[config.mk]
export PLATFORM = sky130hd
export DESIGN_NAME = pc_fetch_ctrl
export DESIGN_NICKNAME = d
export VERILOG_FILES = /design/src/rtl/pc_fetch_ctrl.sv
export SDC_FILE = /design/constraint.sdc
export NUM_CORES = 1
export LEC_CHECK = 0
export CORE_ASPECT_RATIO = 0.5
export CORE_MARGIN = 2
export CORE_UTILIZATION = 50
export CTS_CLUSTER_SIZE = 14
export DETAILED_ROUTE_END_ITERATION = 8
export GPL_ROUTABILITY_DRIVEN = 0
export PLACE_DENSITY_LB_ADDON = 0.12
export REMOVE_ABC_BUFFERS = 1
export SLEW_MARGIN = 30
export SYNTH_ARGS = -nofsm -noshare
export SYNTH_HDL_FRONTEND = slang
export SYNTH_SLANG_ARGS = --single-unit
[constraint.sdc]
create_clock -name clk -period 3.82 [get_ports clk]
set_input_delay 0.764 -clock clk [delete_from_list [all_inputs] [get_ports clk]]
set_output_delay 0.764 -clock clk [all_outputs]
set_load 0.02 [all_outputs]
[src/rtl/pc_fetch_ctrl.sv]
// -----------------------------------------------------------------------------
// pc_fetch_ctrl
//
// Program-counter and run-control stage sitting directly upstream of the ALU.
// Holds the PC that addresses instruction memory, latches the program start
// address used by the ALU for label resolution, redirects fetch on a taken
// branch and runs a small IDLE/RUN/DONE state machine that starts a program,
// counts its execution cycles and flags completion.
//
// Ports:
//   clk              system clock, all state updates on the rising edge
//   reset            synchronous, active-high reset
//   start_i          one-cycle request to begin execution at startAddr_i
//   startAddr_i      program entry address, sampled on an accepted start
//   branch_taken_i   ALU branch-taken flag for the instruction at pc_o
//   branch_target_i  ALU-computed branch target, used verbatim
//   halt_i           decoder flags the instruction at pc_o as program end
//   stall_i          hold the PC this cycle (multi-cycle memory op)
//   pc_o             current instruction address
//   startAddr_o      latched program start address (feeds the ALU)
//   running_o        high while in RUN
//   done_o           high while in DONE
//   cycle_count_o    cycles spent in RUN for the current program (saturating)
//
// Every output comes straight from a flop; there is no combinational path
// from any input to any output.
// -----------------------------------------------------------------------------
module pc_fetch_ctrl #(
  parameter int PC_W  = 8,
  parameter int CNT_W = 16
) (
  input  logic             clk,
  input  logic             reset,
  input  logic             start_i,
  input  logic [PC_W-1:0]  startAddr_i,
  input  logic             branch_taken_i,
  input  logic [PC_W-1:0]  branch_target_i,
  input  logic             halt_i,
  input  logic             stall_i,
  output logic [PC_W-1:0]  pc_o,
  output logic [PC_W-1:0]  startAddr_o,
  output logic             running_o,
  output logic             done_o,
  output logic [CNT_W-1:0] cycle_count_o
);

  typedef enum logic [1:0] {
    ST_IDLE = 2'd0,
    ST_RUN  = 2'd1,
    ST_DONE = 2'd2
  } state_e;

  state_e           state_q, state_d;
  logic [PC_W-1:0]  pc_q, pc_d;
  logic [PC_W-1:0]  start_addr_q, start_addr_d;
  logic [CNT_W-1:0] count_q, count_d;
  logic             running_q;
  logic             done_q;

  // Next-state logic.
  always_comb begin
    // NOTE: every always_comb target gets a default first so no path leaves
    // it unassigned, which would otherwise infer a latch.
    state_d      = state_q;
    pc_d         = pc_q;
    start_addr_d = start_addr_q;
    count_d      = count_q;

    case (state_q)
      // DONE restarts exactly like IDLE; everything else there is frozen.
      ST_IDLE, ST_DONE: begin
        if (start_i) begin
          state_d      = ST_RUN;
          pc_d         = startAddr_i;
          start_addr_d = startAddr_i;
          count_d      = '0;
        end
      end

      ST_RUN: begin
        // Counts every RUN edge, stall and halt cycles included; saturates.
        if (count_q != {CNT_W{1'b1}}) begin
          count_d = count_q + CNT_W'(1);
        end

        // Priority: halt > stall > branch > sequential. A stall discards the
        // branch flag because the ALU re-presents it once the stall clears.
        if (halt_i) begin
          state_d = ST_DONE;
        end else if (stall_i) begin
          pc_d = pc_q;
        end else if (branch_taken_i) begin
          pc_d = branch_target_i;
        end else begin
          pc_d = pc_q + PC_W'(1);  // wraps modulo 2^PC_W
        end
      end

      default: begin
        state_d = ST_IDLE;
      end
    endcase
  end

  // State and registered outputs. running/done are decoded from the next
  // state so they line up with the state register without a combinational
  // output decode.
  always_ff @(posedge clk) begin
    // NOTE: sequential state uses non-blocking assignments so every flop
    // samples pre-edge values regardless of statement order.
    if (reset) begin
      state_q      <= ST_IDLE;
      pc_q         <= '0;
      start_addr_q <= '0;
      count_q      <= '0;
      running_q    <= 1'b0;
      done_q       <= 1'b0;
    end else begin
      state_q      <= state_d;
      pc_q         <= pc_d;
      start_addr_q <= start_addr_d;
      count_q      <= count_d;
      running_q    <= (state_d == ST_RUN);
      done_q       <= (state_d == ST_DONE);
    end
  end

  assign pc_o          = pc_q;
  assign startAddr_o   = start_addr_q;
  assign running_o     = running_q;
  assign done_o        = done_q;
  assign cycle_count_o = count_q;

endmodule

======== Word level (Yosys, flattened, before mapping) ========
Cells that the tools add are included.
cells by class
  add/subtract/negate cells ............... 2
  equality and inequality tests ........... 9
  mux-type cells .......................... 11
  reductions and logical operators ........ 6
operators with widths
  kind                                                              number
  16-bit 2-to-1 mux                                                 2
  8-bit 2-to-1 mux                                                  4
  16-bit case mux with 2 select lines                               1
  16-bit by 1-bit adder with 16-bit output (second input constant)  1
  16-bit != test (second input constant)                            1
  8-bit case mux with 2 select lines                                1
  8-bit by 1-bit adder with 8-bit output (second input constant)    1
  2-bit != test (second input constant)                             4
  2-bit by 1-bit == test with 1-bit output (second input constant)  2
  2-bit == test (second input constant)                             2
  2-bit 2-to-1 mux                                                  2
  2-bit case mux with 2 select lines                                1
  4-bit AND reduction                                               1
  3-bit AND reduction                                               1
  2-bit zero test                                                   1
  2-bit AND reduction                                               1
  2-bit nonzero test                                                1
  2-bit OR reduction                                                1
storage, ports and cells
  bits in registers ....................... 36
  output and inout bits ................... 34

======== Depth between registers and ports, before layout ========
Gate-level depths: netlist of run 1.
  word-level depth ........................ 5
  mapped depth ............................ 8
  depth with buffers taken out ............ 6

======== Worst setup path after synthesis of run 1 ========
Ideal clock, no wire load.
  path kind ............................... input -> register
  start point ............................. in start_i
  end point ............................... reg count_q[11] (netlist: cycle_count_o[11])
  library setup time ...................... 0.070 ns
  arrival time ............................ 1.897 ns
  setup slack ............................. 1.853 ns
  stages .................................. 5
  path buffers ............................ 1
  cells stage by stage .................... nor2b_1 > o22ai_2 > buf_6 > or3_2 > a21oi_1
between the ends
  word-level cells in the longest chain between the ends .. 2
ends and longest elaborated chain
  what                           line  RTL
  start: declaration             34    input logic start_i,
  2-bit != test (no line)        -
  3-bit AND reduction (no line)  -
  end signal: assignment         122   count_q <= count_d;
  end: declaration               56    logic [CNT_W-1:0] count_q, count_d;
No other way between the ends.
A chain may end at the register's enable or synchronous reset.

======== Worst setup path in the final report of run 1 ========
  start point ............................. in start_i
  end point ............................... reg count_q[4] (netlist: cycle_count_o[4])
Same word-level chain as after synthesis.

==> summary.txt, run 1 <==
total CTS buffers: 5
Util after Layout: 70.8%
routed wire length per instance: 14.4 um
R2R Path End: cycle_count_o[4]$_SDFFE_PP0P_
final setup fails: 0
vias in the first global route: 1691
vias per inst: 5.65
hold buffers post-CTS: 0
pwr dens: 330 nW/um^2
P_leak: 0.893 nW
Synth Area per Inst: 8.16 um^2
synthesis-stage register bit count: 36
first-pass GRT wire length: 7630 um
I/O pin cnt: 56
final setup margin: 1.47 ns
Die H: 47.0 um
Root Driver: clkbuf_8
startpoint of the worst hold path: startAddr_o[7]$_SDFFE_PP0P_
Final #Nets: 303
Mapped Cells: 227
status: finished, final reports clean
# rows: 15
Critical Path RT: 4.05 ns
final hold violation count: 0
Die X: 90.1 um
total gr overflow: 0
unrepaired setup endpoints after global routing: no
I/O Buffers: 55
worst hold path class: flop to flop
Worst slew margin: 59.9%
Reg2Reg Setup Slack: 1.61 ns
CP endpoint kind: flop
largest net degree at the start of global routing: 28
R2R depth: 5
dpl ws: 1.19 ns
postcts setup bufs: 0
Slew Viols, Final: 0
TNS Setup: 0 ns
r2r startpoint: state_q[0]$_SDFF_PP0_
Starting DRT DRC Count: 69
commonest non-fill, non-tap cell in the layout: clkdlybuf4s50_1
total of warnings raised by yosys: 0
TritonRoute pass-1 iters: 4
cts repair resizes: 0
CTS tree: done
Syn Std Cell Area: 1850 um^2
Die ar.: 4240 um^2
Detail Route Antenna Nets: 0
layout cells sized above 1: 6.45%
WHS: 0.460 ns
clk_lat worst skew: 0.29 ns
period utilisation layout: 61.6%
Distinct cells, synth: 41
Ant. Diodes: 0
highest clock rate: 425 MHz
hpwl dp: 3370 um
critical path class: primary input to flop
area grow syn2layout: 33.4%
initial antenna violation count: 0
Final min period: 2.35 ns
Fin Clk Skew: 0.00646 ns
most frequent cells in the layout: clkdlybuf4s50_1 (55), nand2_1 (39), dfxtp_1 (36), nor2_1 (25), a21oi_1 (20)
clock slew seen by the registers of the worst setup and hold paths: 0.07 ns
WL final: 4760 um
hold depth: 2
DRC Markers: 0
Clock Path Buffers: 2
Global Route Usage Sum: 22.9%
core area: 3490 um^2
via count: 1864
H-tree lvl count: 2
Arr. time, crit path: 2.58 ns
type of origin of the critical path: primary input
Peak VDD IR: 219 uV
max-cap viol count: 0
Least-Margin Pin Slew: 0.587 ns
CTS Sinks: 36
hold path endpoint: startAddr_o[7]$_SDFFE_PP0P_
sequential fraction of the synthesis area: 38.9%
starting density of the core: 53.1%
CP Max Fanout: 11
area by class of cell:
class,instances,area (um^2)
multi-input combinational,176,1030
fill,301,1020
sequential,36,721
timing repair buffer,58,573
clock buffer,6,72.6
tap,51,63.8
inverter,2,7.51
clock inverter,1,5.00
synth_stat cells:
cell       number  area [um^2]
nand2_1        39          146
dfxtp_1        36          721
nor2_1         25         93.8
a21oi_1        20          100
o211ai_1       12         90.1
nand3_1        10         50.1
xor2_1          9         78.8
clkbuf_1        7         26.3
o21ai_0         7         35.0
a211oi_1        6         45.0
nand2b_1        4         25.0
clkbuf_8        3         41.3
nand4_1         3         18.8
nor2b_1         3         18.8
or3_2           3         22.5
a2111oi_0       2         17.5
a21o_1          2         15.0
a22oi_1         2         15.0
and4_1          2         17.5
buf_6           2         22.5
ha_1            2         25.0
inv_1           2         7.51
mux2i_1         2         20.0
nor3_1          2         10.0
nor4_1          2         12.5
o211a_1         2         20.0
or3_1           2         12.5
or4_2           2         17.5
xnor2_1         2         17.5
a31oi_1         1         6.26
and3_1          1         6.26
and3_2          1         7.51
buf_2           1         5.00
nand3_2         1         10.0
nand4_4         1         21.3
nor3b_1         1         7.51
o221ai_1        1         8.76
o22ai_2         1         12.5
o311ai_0        1         8.76
o41ai_1         1         8.76
or4_1           1         7.51
worst max path at each step:
stage / cells past startpoint / endpoint / startpoint / slack [ns]
floorplan: 4 / cycle_count_o[3]$_SDFFE_PP0P_ / start_i / 1.40
global placement: 5 / cycle_count_o[3]$_SDFFE_PP0P_ / start_i / 1.24
detailed placement: 5 / cycle_count_o[3]$_SDFFE_PP0P_ / start_i / 1.19
CTS: 5 / cycle_count_o[4]$_SDFFE_PP0P_ / start_i / 1.48
global route: 5 / cycle_count_o[4]$_SDFFE_PP0P_ / start_i / 1.34
finish: 5 / cycle_count_o[4]$_SDFFE_PP0P_ / start_i / 1.47
metrics by stage:
stage                     power [mW]  cell area, um^2  instances
after floorplan                0.486             1760        214
after global placement         0.562             2390        323
final                          0.817             2470        330
after detailed placement       0.565             2390        323
after CTS                      0.819             2470        330
after global routing           0.847             2470        330
cells by family (layout without fill, tap and decap cells):
kind of cell / count (synthesis) / in the layout / synth area share [%]
buffers and inverters: 15 / 67 / 5.54
adders and majority gates: 2 / 2 / 1.35
muxes: 2 / 2 / 1.08
AOI/OAI and AO/OA: 58 / 58 / 20.7
xor gates and xnor gates: 11 / 11 / 5.20
DFF: 36 / 36 / 38.9
and+or+nand+nor: 103 / 103 / 27.3
power breakdown:
group / total (mW) / switching [mW] / internal [mW]
Combinational: 0.148 / 0.0788 / 0.0695
Sequential: 0.409 / 0.0172 / 0.392
Clock: 0.260 / 0.136 / 0.124
Total: 0.817 / 0.232 / 0.585
sequential cells by signal (all words and copies together) (netlist names):
| name | cells |
|---|---|
| startAddr_o | 8 |
| running_o | 1 |
| state_q | 2 |
| done_o | 1 |
| pc_o | 8 |
| cycle_count_o | 16 |
layer usage:
| metal | GRT usage [%] | vias to the layer above | part of all wire (%) |
|---|---|---|---|
| li1 | - | 918 | - |
| met1 | 28.5 | 886 | 47 |
| met2 | 40.5 | 51 | 46 |
| met3 | 6.58 | 9 | 5.5 |
| met4 | 7.69 | 0 | 1.2 |
| met5 | 0 | - | 0 |
worst max-delay path, stage by stage:
cell and delay (ns):
clkdlybuf4s50_1 0.45, nand2b_1 0.34, nand2b_1 0.29, or4_2 0.66, nand2_1 0.08
Power figures use the tool's default switching activity.
==> run 2: changes to the inputs <==
--- a/config.mk
+++ b/config.mk
@@ -7,7 +7,7 @@
 export LEC_CHECK = 0
 export CORE_ASPECT_RATIO = 0.5
 export CORE_MARGIN = 2
-export CORE_UTILIZATION = 50
+export CORE_UTILIZATION = 47
 export CTS_CLUSTER_SIZE = 14
 export DETAILED_ROUTE_END_ITERATION = 8
 export GPL_ROUTABILITY_DRIVEN = 0
==> constraint.sdc (replaced) <==
create_clock -name clk -period 2.4 [get_ports clk]
set_input_delay 0.48 -clock clk [delete_from_list [all_inputs] [get_ports clk]]
set_output_delay 0.48 -clock clk [all_outputs]
set_load 0.02 [all_outputs]
==> run 2 against run 1 <==
  * Register-to-register slack got worse by 1.4 ns
  * Critical path type is now flop to flop
  * Sequential power increased by 59%
  * Power rose by 81%
  * Combinational power up 68%
  * Largest cell class unchanged
  * Die area grew 6.0%
  * First-iteration DRC count is 14% higher
  * Via count fell by 0.59%
  * Global-route usage is 1.6 points lower
  * Sequential cell count unchanged
  * Critical endpoint is now cycle_count_o[11]$_SDFFE_PP0P_
  * Clock skew hardly changed
==> summary.txt, run 2 (synthesis results as in run 1) <==
# rows: 16 (+1)
CP max stage delay: 0.56 ns (-0.10 ns)
P_leak: 0.945 nW (+5.8%)
Global Route Usage Sum: 21.4% (-1.6 points)
TritonRoute pass-1 iters: 4 (unchanged)
routed wire length per instance: 14.0 um (-3.3%)
max reg flops: 16 (unchanged)
WL final: 4750 um (-0.36%)
Placed Cells: 332 (+2.8%)
Die X: 92.8 um (+3.0%)
vias in the first global route: 1704 (+0.77%)
CTS tree: done
Final min period: 2.21 ns
I/O pin cnt: 56 (unchanged)
TNS Setup: 0 ns (unchanged)
max-cap viol count: 0 (unchanged)
most frequent cells in the layout: clkdlybuf4s50_1 (55), nand2_1 (39), dfxtp_1 (36), nor2_1 (25), a21oi_1 (20)
vias per inst: 5.45 (-3.5%)
starting density of the core: 48.2% (-4.9 points)
status: finished, final reports clean
Critical Path RT: 2.62 ns (-1.43 ns)
Clock Path Buffers: 2 (unchanged)
Starting DRT DRC Count: 79 (+14%)
hpwl dp: 3390 um (+0.38%)
cts repair resizes: 0 (unchanged)
total gr overflow: 0 (unchanged)
Slew Viols, Final: 0 (unchanged)
Worst path slowest cell: or4_1
clk_lat worst skew: 0.29 ns (about the same)
area grow syn2layout: 38.7%
final setup fails: 0 (unchanged)
via count: 1853 (-0.59%)
Arr. time, crit path: 2.43 ns (-0.15 ns)
CP endpoint kind: flop
first-pass GRT wire length: 7780 um (+2.0%)
postcts setup bufs: 0 (unchanged)
Peak VDD IR: 264 uV (+20%)
commonest non-fill, non-tap cell in the layout: clkdlybuf4s50_1
I/O Buffers: 55 (unchanged)
total CTS buffers: 5 (unchanged)
Worst slew margin: 61.7% (+1.8 points)
clock slew seen by the registers of the worst setup and hold paths: 0.07 ns (about the same)
highest clock rate: 452 MHz
CTS Sinks: 36 (unchanged)
Fin Clk Skew: 0.00679 ns (+0.000336 ns)
Die ar.: 4490 um^2 (+6.0%)
Ant. Diodes: 0 (unchanged)
Non-Filler Instances: 340 (+3.0%)
pwr dens: 575 nW/um^2 (+74%)
H-tree lvl count: 2 (unchanged)
CP Max Fanout: 8 (-3)
layout cells sized above 1: 9.09% (+2.6 points)
period utilisation layout: 92.2%
final hold violation count: 0 (unchanged)
critical path class: flop to flop
crit-path cells: ha_1 -> nand2_1 -> or4_1 -> o22ai_2 -> buf_4 -> o21ai_0 -> a21oi_1
Die H: 48.4 um (+2.9%)
type of origin of the critical path: flop
unrepaired setup endpoints after global routing: no
Final #Nets: 309 (+2.0%)
Least-Margin Pin Slew: 0.561 ns (-0.0262 ns)
largest net degree at the start of global routing: 27 (-3.6%)
Root Driver: clkbuf_8
initial antenna violation count: 0 (unchanged)
core area: 3840 um^2 (+10%)
worst hold path class: flop to flop
Detail Route Antenna Nets: 0 (unchanged)
hold buffers post-CTS: 0 (unchanged)
DRC Markers: 0 (unchanged)
run 2: cell count changes in the layout (fill, tap and decap cells not counted):
| cell | change |
|---|---|
| clkinv_2 | -1 |
| clkbuf_1 | -1 |
| bufinv_16 | +1 |
| buf_4 | +6 |
| clkbuf_8 | +2 |
run 2: where the power goes:
group	internal, mW	leakage, nW	switching, mW
Sequential	0.623	0.294	0.0255
Clock	0.367	0.0645	0.214
Combinational	0.120	0.586	0.129
run 2: worst max-delay path, delay by kind of cell (launching register included):
family	cells	cell delay, ns
DFF	1	0.44
adders and majority gates	1	0.27
and+or+nand+nor	2	0.67
buffers and inverters	1	0.19
AOI/OAI and AO/OA	3	0.57
run 2: path summary, 6_finish.rpt:
path              cells after the start  slack [ns]                          start                             end
setup / recovery                      7        0.19  cycle_count_o[1]$_SDFFE_PP0P_  cycle_count_o[11]$_SDFFE_PP0P_
hold / removal                        2        0.45    startAddr_o[7]$_SDFFE_PP0P_     startAddr_o[7]$_SDFFE_PP0P_
setup reg to reg                      7        0.19  cycle_count_o[1]$_SDFFE_PP0P_  cycle_count_o[11]$_SDFFE_PP0P_
hold reg to reg                       2        0.45    startAddr_o[7]$_SDFFE_PP0P_     startAddr_o[7]$_SDFFE_PP0P_
run 2: per-layer routing:
layer / GRT usage (%) / wire [um] / vias up
met1: 29.3 / 2210 / 874
li1: - / - / 927
met5: 0 / 0 / -
met2: 33.5 / 2190 / 46
met4: 6.13 / 53 / 0
met3: 5.61 / 291 / 6
run 2: cell type report:
cell class	instances	area, um^2
fill	341	1270
clock buffer	7	96.3
tap	54	67.6
timing repair buffer	64	618
sequential	36	721
inverter	2	7.51
clock inverter	1	30.0
multi-input combinational	176	1030
run 2: per-stage QoR:
stage | util, % | worst slack (ns) | cell area (um^2) | hold slack (ns) | power [mW]
2_1_floorplan | - | 0.124 | 1760 | 0.497 | 0.774
3_3_place_gp | 63.6 | 0.252 | 2440 | 0.446 | 0.907
3_5_place_dp | 63.6 | 0.198 | 2440 | 0.450 | 0.911
4_1_cts | 66.9 | 0.211 | 2570 | 0.460 | 1.49
5_1_grt | 66.9 | 0.0478 | 2570 | 0.487 | 1.54
6_report | 66.9 | 0.188 | 2570 | 0.453 | 1.48
